$ cat config.mk
export PLATFORM = sky130hd
export DESIGN_NAME = sdram_port_arbiter
export DESIGN_NICKNAME = d
export VERILOG_FILES = /design/src/rtl/sdram_port_arbiter.sv
export SDC_FILE = /design/constraint.sdc
export NUM_CORES = 1
export LEC_CHECK = 0
export ABC_AREA = 1
export CORE_UTILIZATION = 40
export DETAILED_ROUTE_END_ITERATION = 12
export PLACE_DENSITY = 0.81
export SYNTH_ARGS = -nofsm -noshare
export SYNTH_HDL_FRONTEND = slang
export SYNTH_SLANG_ARGS = --single-unit
$ cat constraint.sdc
create_clock -name clk_sys -period 4.1 [get_ports clk_sys]
set_clock_uncertainty 0.15 [all_clocks]
set_input_delay 0.82 -clock clk_sys [delete_from_list [all_inputs] [get_ports clk_sys]]
set_output_delay 0.82 -clock clk_sys [all_outputs]
set_load 0.01 [all_outputs]
$ cat src/rtl/sdram_port_arbiter.sv
// Three-way arbiter sharing one toggle-handshake SDRAM port between download, CPU and cassette.
// Fixed priority dl > cpu > cas, with a bounded CPU run so a pending cassette read is never starved.
module sdram_port_arbiter #(
  parameter int AW          = 25,
  parameter int CPU_MAX_RUN = 4
) (
  input  logic          clk_sys,
  input  logic          reset,
  input  logic          dl_req,
  output logic          dl_ack,
  input  logic [AW-1:0] dl_a,
  input  logic [7:0]    dl_d,
  input  logic          cpu_req,
  output logic          cpu_ack,
  input  logic          cpu_we,
  input  logic [AW-1:0] cpu_a,
  input  logic [7:0]    cpu_d,
  output logic [7:0]    cpu_q,
  input  logic          cas_req,
  output logic          cas_ack,
  input  logic [AW-1:0] cas_a,
  output logic [7:0]    cas_q,
  output logic          mem_req,
  input  logic          mem_ack,
  output logic          mem_we,
  output logic [AW-1:0] mem_a,
  output logic [1:0]    mem_ds,
  output logic [15:0]   mem_d,
  input  logic [15:0]   mem_q,
  output logic          busy,
  output logic [1:0]    grant
);

  localparam int RW = $clog2(CPU_MAX_RUN + 1);
  localparam logic [RW-1:0] RUN_MAX = RW'(CPU_MAX_RUN);

  localparam logic [1:0] OWN_NONE = 2'd0;
  localparam logic [1:0] OWN_DL   = 2'd1;
  localparam logic [1:0] OWN_CPU  = 2'd2;
  localparam logic [1:0] OWN_CAS  = 2'd3;

  typedef enum logic {IDLE, WAIT} state_t;

  state_t        state;
  logic [RW-1:0] run;

  logic pend_dl, pend_cpu, pend_cas;
  assign pend_dl  = dl_req ^ dl_ack;
  assign pend_cpu = cpu_req ^ cpu_ack;
  assign pend_cas = cas_req ^ cas_ack;

  logic [1:0]    winner;
  logic [AW-1:0] win_a;
  logic [7:0]    win_d;
  logic          win_we;
  logic [7:0]    rd_byte;

  // The run limit only bites while the cassette is actually waiting.
  always_comb begin
    winner = OWN_NONE;
    if (pend_dl)                         winner = OWN_DL;
    else if (pend_cas && run == RUN_MAX) winner = OWN_CAS;
    else if (pend_cpu)                   winner = OWN_CPU;
    else if (pend_cas)                   winner = OWN_CAS;
  end

  always_comb begin
    win_a  = cas_a;
    win_d  = 8'h00;
    win_we = 1'b0;
    case (winner)
      OWN_DL: begin
        win_a  = dl_a;
        win_d  = dl_d;
        win_we = 1'b1;
      end
      OWN_CPU: begin
        win_a  = cpu_a;
        win_d  = cpu_d;
        win_we = cpu_we;
      end
      default: ;
    endcase
  end

  assign rd_byte = mem_a[0] ? mem_q[7:0] : mem_q[15:8];

  always_ff @(posedge clk_sys or posedge reset) begin
    if (reset) begin
      state   <= IDLE;
      run     <= '0;
      dl_ack  <= 1'b0;
      cpu_ack <= 1'b0;
      cas_ack <= 1'b0;
      cpu_q   <= 8'h00;
      cas_q   <= 8'h00;
      mem_req <= 1'b0;
      mem_we  <= 1'b0;
      mem_a   <= '0;
      mem_ds  <= 2'b00;
      mem_d   <= 16'h0000;
      busy    <= 1'b0;
      grant   <= OWN_NONE;
    end else begin
      case (state)
        IDLE: begin
          if (!pend_cas) run <= '0;
          if (winner != OWN_NONE) begin
            if (winner == OWN_CAS)
              run <= '0;
            else if (winner == OWN_CPU && pend_cas && run != RUN_MAX)
              run <= run + 1'b1;
            mem_a  <= win_a;
            mem_we <= win_we;
            mem_ds <= {~win_a[0], win_a[0]};
            // Cassette is read-only; leave the write bus as it was.
            if (winner != OWN_CAS) mem_d <= {win_d, win_d};
            mem_req <= ~mem_req;
            busy    <= 1'b1;
            grant   <= winner;
            state   <= WAIT;
          end
        end
        WAIT: begin
          if (mem_ack == mem_req) begin
            case (grant)
              OWN_DL:  dl_ack <= ~dl_ack;
              OWN_CPU: begin
                cpu_ack <= ~cpu_ack;
                if (!mem_we) cpu_q <= rd_byte;
              end
              OWN_CAS: begin
                cas_ack <= ~cas_ack;
                cas_q   <= rd_byte;
              end
              default: ;
            endcase
            busy  <= 1'b0;
            state <= IDLE;
          end
        end
        default: state <= IDLE;
      endcase
    end
  end

endmodule

==> results of run 1 <==
## placed cells by master, fill, tap and decap left out, drive strengths merged
master         instances
nand4                  2
a22o                   8
dfrtp                 62
o31ai                  1
xnor2                  2
nor2                  13
xor2                   2
a21oi                 52
nand3                 15
nor3                   1
a31oi                  1
clkinv                 3
nand2                182
clkbuf                 9
inv                   31
o21ai                 45
ha                     6
buf                    5
bufinv                 3
clkdlybuf4s50        180
## cell usage after synthesis, drive strengths merged, types with 2 or more instances
cell / number
a21oi: 52
a22o: 8
buf: 27
clkbuf: 6
dfrtp: 62
ha: 6
inv: 30
nand2: 182
nand3: 15
nand4: 2
nor2: 13
o21ai: 45
xnor2: 2
xor2: 2
## worst min-delay path by stage
stage                to  cells past startpoint
2_1_floorplan    run[1]                      2
5_1_grt        cas_q[6]                      2
3_3_place_gp   cas_q[1]                      2
4_1_cts        cas_q[6]                      2
3_5_place_dp   cas_q[6]                      2
6_report       cas_q[6]                      2
## report_power, final
| part | internal [W] | leakage (nW) | switching [W] | total [W] |
|---|---|---|---|---|
| combinational | 0.00109 | 1.59 | 0.00140 | 0.00249 |
| clock | 0.000407 | 0.124 | 0.000261 | 0.000668 |
| sequential | 0.000883 | 0.793 | 0.000214 | 0.00110 |
## area by class of cell
class / instances / area share
clock inverter: 7 / 0.0219
tap: 105 / 0.0237
multi-input combinational: 330 / 0.297
sequential: 62 / 0.280
clock buffer: 9 / 0.0223
inverter: 30 / 0.0212
timing repair buffer: 185 / 0.334
## per-layer routing
layer,routed length [um],up-vias,part of all wire,track usage
met3,875,28,0.084,0.0687
met5,0,-,0,0
met4,304,0,0.029,0.111
met2,5110,173,0.49,0.387
li1,-,1787,-,-
met1,4100,1711,0.39,0.260
## kinds of logic (layout without fill, tap and decap cells)
logic type / after synthesis / count (layout) / share of synthesized area
xor gates and xnor gates: 4 / 4 / 0.0120
and+or+nand+nor: 213 / 213 / 0.252
buffers and inverters: 63 / 231 / 0.0949
AOI/OAI and AO/OA: 107 / 107 / 0.180
DFF: 62 / 62 / 0.439
adders and majority gates: 6 / 6 / 0.0212
## state kept, by name (all words and copies together), names as in the netlist, 2 cells and up
name   flops
run        3
grant      2
cpu_q      8
cas_q      8
mem_a     25
mem_d      8
## through the flow
step / power [W] / hold WS [ns]
4_1_cts: 0.00428 / 0.329
2_1_floorplan: 0.00269 / 0.346
3_5_place_dp: 0.00359 / 0.311
6_report: 0.00426 / 0.325
3_3_place_gp: 0.00351 / 0.309
5_1_grt: 0.00458 / 0.357
## critical path, delay by kind of cell
kind	cells	cell delay [ns]
simple gates	4	0.44
compound gates	3	0.32
fa+ha+maj	1	0.43
buf+inv	5	1.11
==> flow_summary.yaml, run 1 <==
run_status:
  status: "complete, no violations"
worst_setup_path:
  cp_common_cell: "nand2_1"
  cp-startpoint: "cas_req"
  cp_max_fo: 49
  slowest_delay_ns: 0.45
  r2r-start: "run[0]"
  cp.arrival_ns: 3.14
  ff2ff_setup_slack_ns: 1.45
  worst_setup_path_end_kind: "flop"
  crit_end: "mem_a[17]"
  rr_endpoint: "mem_a[17]"
  crit_required_ns: 4.18
  critPathSlowestCell: "clkdlybuf4s50_1"
  rr_worst_depth: 13
  crit_chain: "clkdlybuf4s50_1, inv_1, nand2_1, nand2_1, nand2_1, nand2_1, inv_1, ha_1, inv_1, buf_4, a21oi_1, a21oi_1, o21ai_1"
  crit_type: "in2reg"
  cp-start-kind: "primary input"
clock_tree:
  cts_tree: "done"
  cts_setup_buffers: 0
  insertion_delay_ns: 0.34
  htreeDepth: 3
  clkTransAtPathRegs_ns: 0.07
  postCtsHoldBufs: 0
  root_buffer: "clkbuf_8"
  cts_buffers: 9
  cts-resized-gates: 0
  cts_buffer_depth: 2
  clock-sinks: 62
drt:
  ant_nets: 0
  vias_per_cell: 5.08
  via_count: 3699
  drt_iter0_markers: 193
  wl_per_cell_um: 14.3
  finalWirelength_um: 10400
  drc: 0
  dr.pass1.iters: 4
floorplanning:
  die_area_um2: 9210
  initial_core_util: 0.422
  io_pins: 181
  rows: 33
  die_y_um: 96.0
  die_w_um: 96.0
  core-area_um2: 8380
logic_synthesis:
  synth_cell_type_count: 28
  synth_nets: 575
  syn_area_per_cell_um2: 7.77
  synth_top_area_cell: "dfrtp_1"
  netlist_instances: 455
  synth_flop_cell: "dfrtp_1"
  netlist_area_um2: 3530
  yosysSeqAreaShare: 0.439
  ys_warn_count: 0
  synth.top_cell.area_share: 0.439
  synth.area.top_cells: "dfrtp_1, nand2_1, a21oi_1"
  async_flop_share: 1.00
  synth_edf_count: 0
  synth-seq-cells: 62
timing:
  hold_violations: 0
  setup_tns_ns: 0
  tightestPinTransition_ns: 0.859
  finalCritPeriodShare: 0.747
  rsz0062_at_grt: "no"
  finalWorstSetupSlack_ns: 1.04
  timing.fmax_mhz: 326
  slew_headroom: 0.426
  fin_crit_ns: 3.06
  finalSetupViolCount: 0
  final_max_slew_viol_count: 0
global_route:
  antenna_found_initial: 0
  grt_use_total: 0.228
  grt_pass1_vias: 3525
  grt_max_degree: 51
  grt-ovfl-total: 0
  grt_pass1_wl_um: 15900
finish:
  postLayoutCellArea_um2: 5540
  drive_above_1_share: 0.0835
  diodes: 0
  area_growth_pct: 56.9
  nFillCells: 682
  post-route-util: 0.661
  stdcell_count: 728
  layout.nets: 738
  area.sequential_um2: 1550
  multi_input_area_um2: 1650
worst_hold_path:
  min_path_type: "reg2reg"
  hp-start: "cas_q[6]"
place:
  dp_hpwl_um: 7810
  placed_cells: 712
  place_ws_ns: 0.707
  gp_congestion: 0.820
  placed_cell_area_um2: 5300
  port_buffers: 180
run:
  max_cap_viol_count: 0
power_and_ir_drop:
  vdd_ir_drop_max_v: 0.000437
  p_per_area_nw_per_um2: 768
  p_leak_nw: 2.51
Power figures use the tool's default switching activity.
==> run 2: changes to the inputs <==
CORE_UTILIZATION = 36   (was 40)
PLACE_DENSITY = 0.77   (was 0.81)
clock period = 2.5 ns   (was 4.1 ns; I/O delays follow)
==> flow_summary.yaml, run 2 (synthesis gave the netlist of run 1 again) <==
run_status:
  status: "complete, no violations"
clock_tree:
  clock-sinks: 62
  cts_buffers: 9
  cts_tree: "done"
  htreeDepth: 3
  insertion_delay_ns: 0.34
  postCtsHoldBufs: 0
  clkTransAtPathRegs_ns: 0.07
  root_buffer: "clkbuf_8"
  cts_buffer_depth: 2
  cts_setup_buffers: 0
  cts-resized-gates: 0
timing:
  hold_violations: 0
  fin_crit_ns: 2.28
  final_max_slew_viol_count: 0
  slew_headroom: 0.777
  rsz0062_at_grt: "no"
  finalSetupViolCount: 0
  finalHoldWorstSlack_ns: 0.324
  finalCritPeriodShare: 0.913
  tightestPinTransition_ns: 0.333
  setup_tns_ns: 0
  timing.fmax_mhz: 438
worst_setup_path:
  worst_setup_path_end_kind: "flop"
  cp-start-kind: "flop"
  crit_family: "simple AND/OR/NAND/NOR gates"
  path_buf_inv: 3
  crit_required_ns: 2.57
  cp_max_fo: 34
  critPathSlowestCell: "dfrtp_1"
  cp_common_cell: "nand2_1"
  crit_type: "reg2reg"
  crit_chain: "inv_1, ha_1, nand2_1, nand3_1, nand2_1, nand2_1, inv_1, ha_1, buf_12, nand2_1, nand3_1, o21ai_0, nand2_1, nand2_1"
  slowest_delay_ns: 0.41
  cp.arrival_ns: 2.35
floorplanning:
  core-area_um2: 9370
  initial_core_util: 0.377
  die_area_um2: 10200
  rows: 35
  die_y_um: 101
  die_w_um: 101
  io_pins: 181
finish:
  area.sequential_um2: 1550
  stdcell_count: 772
  diodes: 0
  drive_above_1_share: 0.114
  nFillCells: 836
  layout.nets: 758
  final_common_cell: "clkdlybuf4s50_1"
  area_growth_pct: 64.2
  layout_common_cells: "clkdlybuf4s50_1, nand2_1, dfrtp_1"
  largest_register_ffs: 25
  top_register: "mem_a"
  multi_input_area_um2: 1650
place:
  placed_cells: 755
  port_buffers: 180
  dp_hpwl_um: 7900
  gp_congestion: 0.837
power_and_ir_drop:
  internal-power_w: 0.00427
  vdd_ir_drop_max_v: 0.000829
  finalPower_w: 0.00748
  swShare: 0.429
  p_per_area_nw_per_um2: 1290
  seq_power_share: 0.237
  power.switching_w: 0.00321
  power_frac_clock: 0.123
  p_leak_nw: 2.62
  pwr-share-comb: 0.640
global_route:
  grt_max_degree: 63
  grt_use_total: 0.204
  grt_pass1_vias: 3621
  grt_pass1_wl_um: 16300
  antenna_found_initial: 0
  grt-ovfl-total: 0
drt:
  via_count: 3695
  drc: 0
  ant_nets: 0
  wl_per_cell_um: 13.6
  vias_per_cell: 4.79
  dr.pass1.iters: 4
  finalWirelength_um: 10500
  drt_iter0_markers: 108
run:
  max_cap_viol_count: 0
worst_hold_path:
  min_path_type: "reg2reg"
==> run 2: power by group through the flow <==
stage | combinational, W | clock (W) | sequential (W)
after floorplan | 0.00249 | 0 | 0.00192
after global placement | 0.00453 | 0 | 0.00177
after detailed placement | 0.00462 | 0 | 0.00178
after CTS | 0.00465 | 0.000935 | 0.00177
after global routing | 0.00525 | 0.000986 | 0.00182
final | 0.00479 | 0.000918 | 0.00177
==> run 2: worst register-to-register path, delay by kind of cell (launching register included) <==
family                   cells  cell delay [ns]
AO/OA/AOI/OAI                1             0.11
buffers and inverters        3             0.40
adder cells (fa/ha/maj)      2             0.45
flip-flops                   1             0.41
AND/OR/NAND/NOR              8             0.66
==> run 2: path summary, 6_finish.rpt <==
path | depth (start not counted) | slack [ns] | startpoint | to
max reg2reg | 14 | 0.22 | run[0] | mem_ds[1]
min | 2 | 0.32 | cas_q[3] | cas_q[3]
max in group asynchronous | 3 | 1.53 | reset | mem_a[21]
min in group asynchronous | 3 | 0.39 | reset | mem_d[10]
max | 14 | 0.22 | run[0] | mem_ds[1]
min reg2reg | 2 | 0.32 | cas_q[3] | cas_q[3]
==> run 2: layout make-up <==
type | count | area share
Clock buffer | 10 | 0.0237
Clock inverter | 6 | 0.0119
Inverter | 30 | 0.0207
Multi-Input combinational cell | 330 | 0.284
Sequential cell | 62 | 0.267
Tap cell | 129 | 0.0278
Timing Repair Buffer | 205 | 0.365
==> run 2: per-stage QoR <==
stage,util,setup slack [ns],cell area [um2]
after floorplan,-,0.309,3530
after global placement,0.593,-0.0271,5560
after detailed placement,0.593,-0.0870,5560
after CTS,0.615,0.206,5770
after global routing,0.619,0.0218,5800
final,0.619,0.218,5800
==> run 2: per-layer routing <==
| layer | global-route usage | vias up | share of wire |
|---|---|---|---|
| li1 | - | 1829 | - |
| met1 | 0.223 | 1719 | 0.39 |
| met2 | 0.367 | 132 | 0.51 |
| met3 | 0.0735 | 15 | 0.080 |
| met4 | 0.0624 | 0 | 0.018 |
| met5 | 0 | - | 0 |
==> run 3: changes to the inputs <==
CAP_MARGIN = 0   (was default)
CORE_ASPECT_RATIO = 0.9   (was default)
CTS_CLUSTER_SIZE = 8   (was default)
==> flow_summary.yaml, run 3 (synthesis gave the netlist of run 1 again) <==
drt:
  ant_nets: 0
  drt_iter0_markers: 152
  finalWirelength_um: 10400
  dr.pass1.iters: 4
  drc: 0
  via_count: 3666
  vias_per_cell: 4.79
  wl_per_cell_um: 13.5
timing:
  hold_violations: 0
  rsz0062_at_grt: "no"
  finalCritPeriodShare: 0.927
  setup_tns_ns: 0
  final_max_slew_viol_count: 0
  fin_crit_ns: 2.32
  finalSetupViolCount: 0
  timing.fmax_mhz: 431
  slew_headroom: 0.781
  tightestPinTransition_ns: 0.329
worst_hold_path:
  min_to: "cas_q[7]"
  whs_path_depth: 2
  min_path_type: "reg2reg"
  hp-start: "cas_q[7]"
clock_tree:
  postCtsHoldBufs: 0
  cts_buffer_depth: 2
  root_buffer: "clkbuf_8"
  cts_buffers: 9
  cts_tree: "done"
  clkTransAtPathRegs_ns: 0.07
  insertion_delay_ns: 0.34
  htreeDepth: 3
  clock-sinks: 62
power_and_ir_drop:
  swShare: 0.423
  p_leak_nw: 2.63
  vdd_ir_drop_max_v: 0.000676
  p_per_area_nw_per_um2: 1300
  finalPower_w: 0.00757
  pwr-share-comb: 0.631
  power_frac_clock: 0.134
  seq_power_share: 0.235
  power.switching_w: 0.00320
  internal-power_w: 0.00437
worst_setup_path:
  worst_setup_path_end_kind: "flop"
  crit_type: "in2reg"
  cp-start-kind: "primary input"
  path_buf_inv: 7
  crit_chain: "clkdlybuf4s50_1, inv_1, nand2_1, nand2_1, nand2_1, nand2_2, inv_1, ha_1, inv_2, buf_12, buf_12, buf_4, a21oi_1, o21ai_1"
  rr_endpoint: "mem_a[17]"
  r2r-start: "run[0]"
  ff2ff_setup_slack_ns: 0.20
  cp_common_cell: "nand2_1"
  crit_family: "buffers and inverters"
  rr_worst_depth: 14
  critPathSlowestCell: "clkdlybuf4s50_1"
  cp.arrival_ns: 2.39
  crit_required_ns: 2.57
  slowest_delay_ns: 0.45
  cp_max_fo: 18
floorplanning:
  initial_core_util: 0.379
  io_pins: 181
  die_area_um2: 10200
  die_w_um: 106
  core-area_um2: 9330
  die_y_um: 96.0
  rows: 33
finish:
  top_register: "mem_a"
  final_common_cell: "clkdlybuf4s50_1"
  layout_common_cells: "clkdlybuf4s50_1, nand2_1, dfrtp_1"
  layout.nets: 759
  drive_above_1_share: 0.123
  diodes: 0
  area_growth_pct: 64.5
  largest_register_ffs: 25
global_route:
  grt_pass1_wl_um: 16300
  grt-ovfl-total: 0
  grt_pass1_vias: 3546
  grt_use_total: 0.205
  antenna_found_initial: 0
  grt_max_degree: 63
run_status:
  status: "complete, no violations"
run:
  max_cap_viol_count: 0
place:
  gp_congestion: 0.834
  port_buffers: 180
  dp_hpwl_um: 7820
-- run 3: cell count changes in the layout (fill, tap and decap cells not counted), moves of 2 or more --
cell     delta
nand2_2     +2
nand2_1     -2
inv_6       +2
buf_4       +3
-- run 3: worst max-delay path by stage --
stage               startpoint         to  slack, ns  cells past startpoint
floorplan                reset       busy       0.31                      1
detailed placement     cas_req  mem_a[15]      -0.17                     14
finish                 cas_req  mem_a[17]       0.18                     14
global route           cas_req  mem_a[16]       0.01                     14
global placement       cpu_req  mem_a[16]      -0.12                     13
CTS                     run[0]  mem_a[17]       0.15                     14
-- run 3: through the flow --
step           area, um2  hold WS (ns)  setup WS [ns]  std cells   util
3_5_place_dp        5530         0.317         -0.172        747  0.593
4_1_cts             5760         0.336          0.153        763  0.617
6_report            5810         0.332          0.182        766  0.623
5_1_grt             5810         0.363        0.00977        766  0.623
3_3_place_gp        5530         0.306         -0.122        747  0.593
2_1_floorplan       3530         0.346          0.309        455      -
-- run 3: repair_timing --
item                       CTS  global route
setup endpoints to repair    0            12
setup buffers                0             2
gates resized for setup      0             6
-- run 3: routing by layer --
layer  track usage  routed length, um
met5             0                  0
met2         0.352               4970
met4        0.0982                284
met1         0.239               4280
met3        0.0582                822
-- run 3: cell type report --
cell class / instances / area, um2
Fill cell: 838 / 3520
Timing Repair Buffer: 206 / 2100
Inverter: 30 / 118
Tap cell: 122 / 153
Clock buffer: 9 / 124
Multi-Input combinational cell: 330 / 1660
Clock inverter: 7 / 104
Sequential cell: 62 / 1550
-- run 3: power groups by stage --
stage                     clock network (W)  logic [W]  registers (W)
final                               0.00101    0.00478        0.00178
after global routing                0.00108    0.00528        0.00183
after CTS                           0.00103    0.00466        0.00178
after detailed placement                  0    0.00464        0.00180
after global placement                    0    0.00456        0.00177
after floorplan                           0    0.00249        0.00192
-- run 3: worst min-delay path, delay by kind of cell (launching register included) --
| family | cells | cell delay (ns) |
|---|---|---|
| DFF | 1 | 0.35 |
| and+or+nand+nor | 2 | 0.09 |
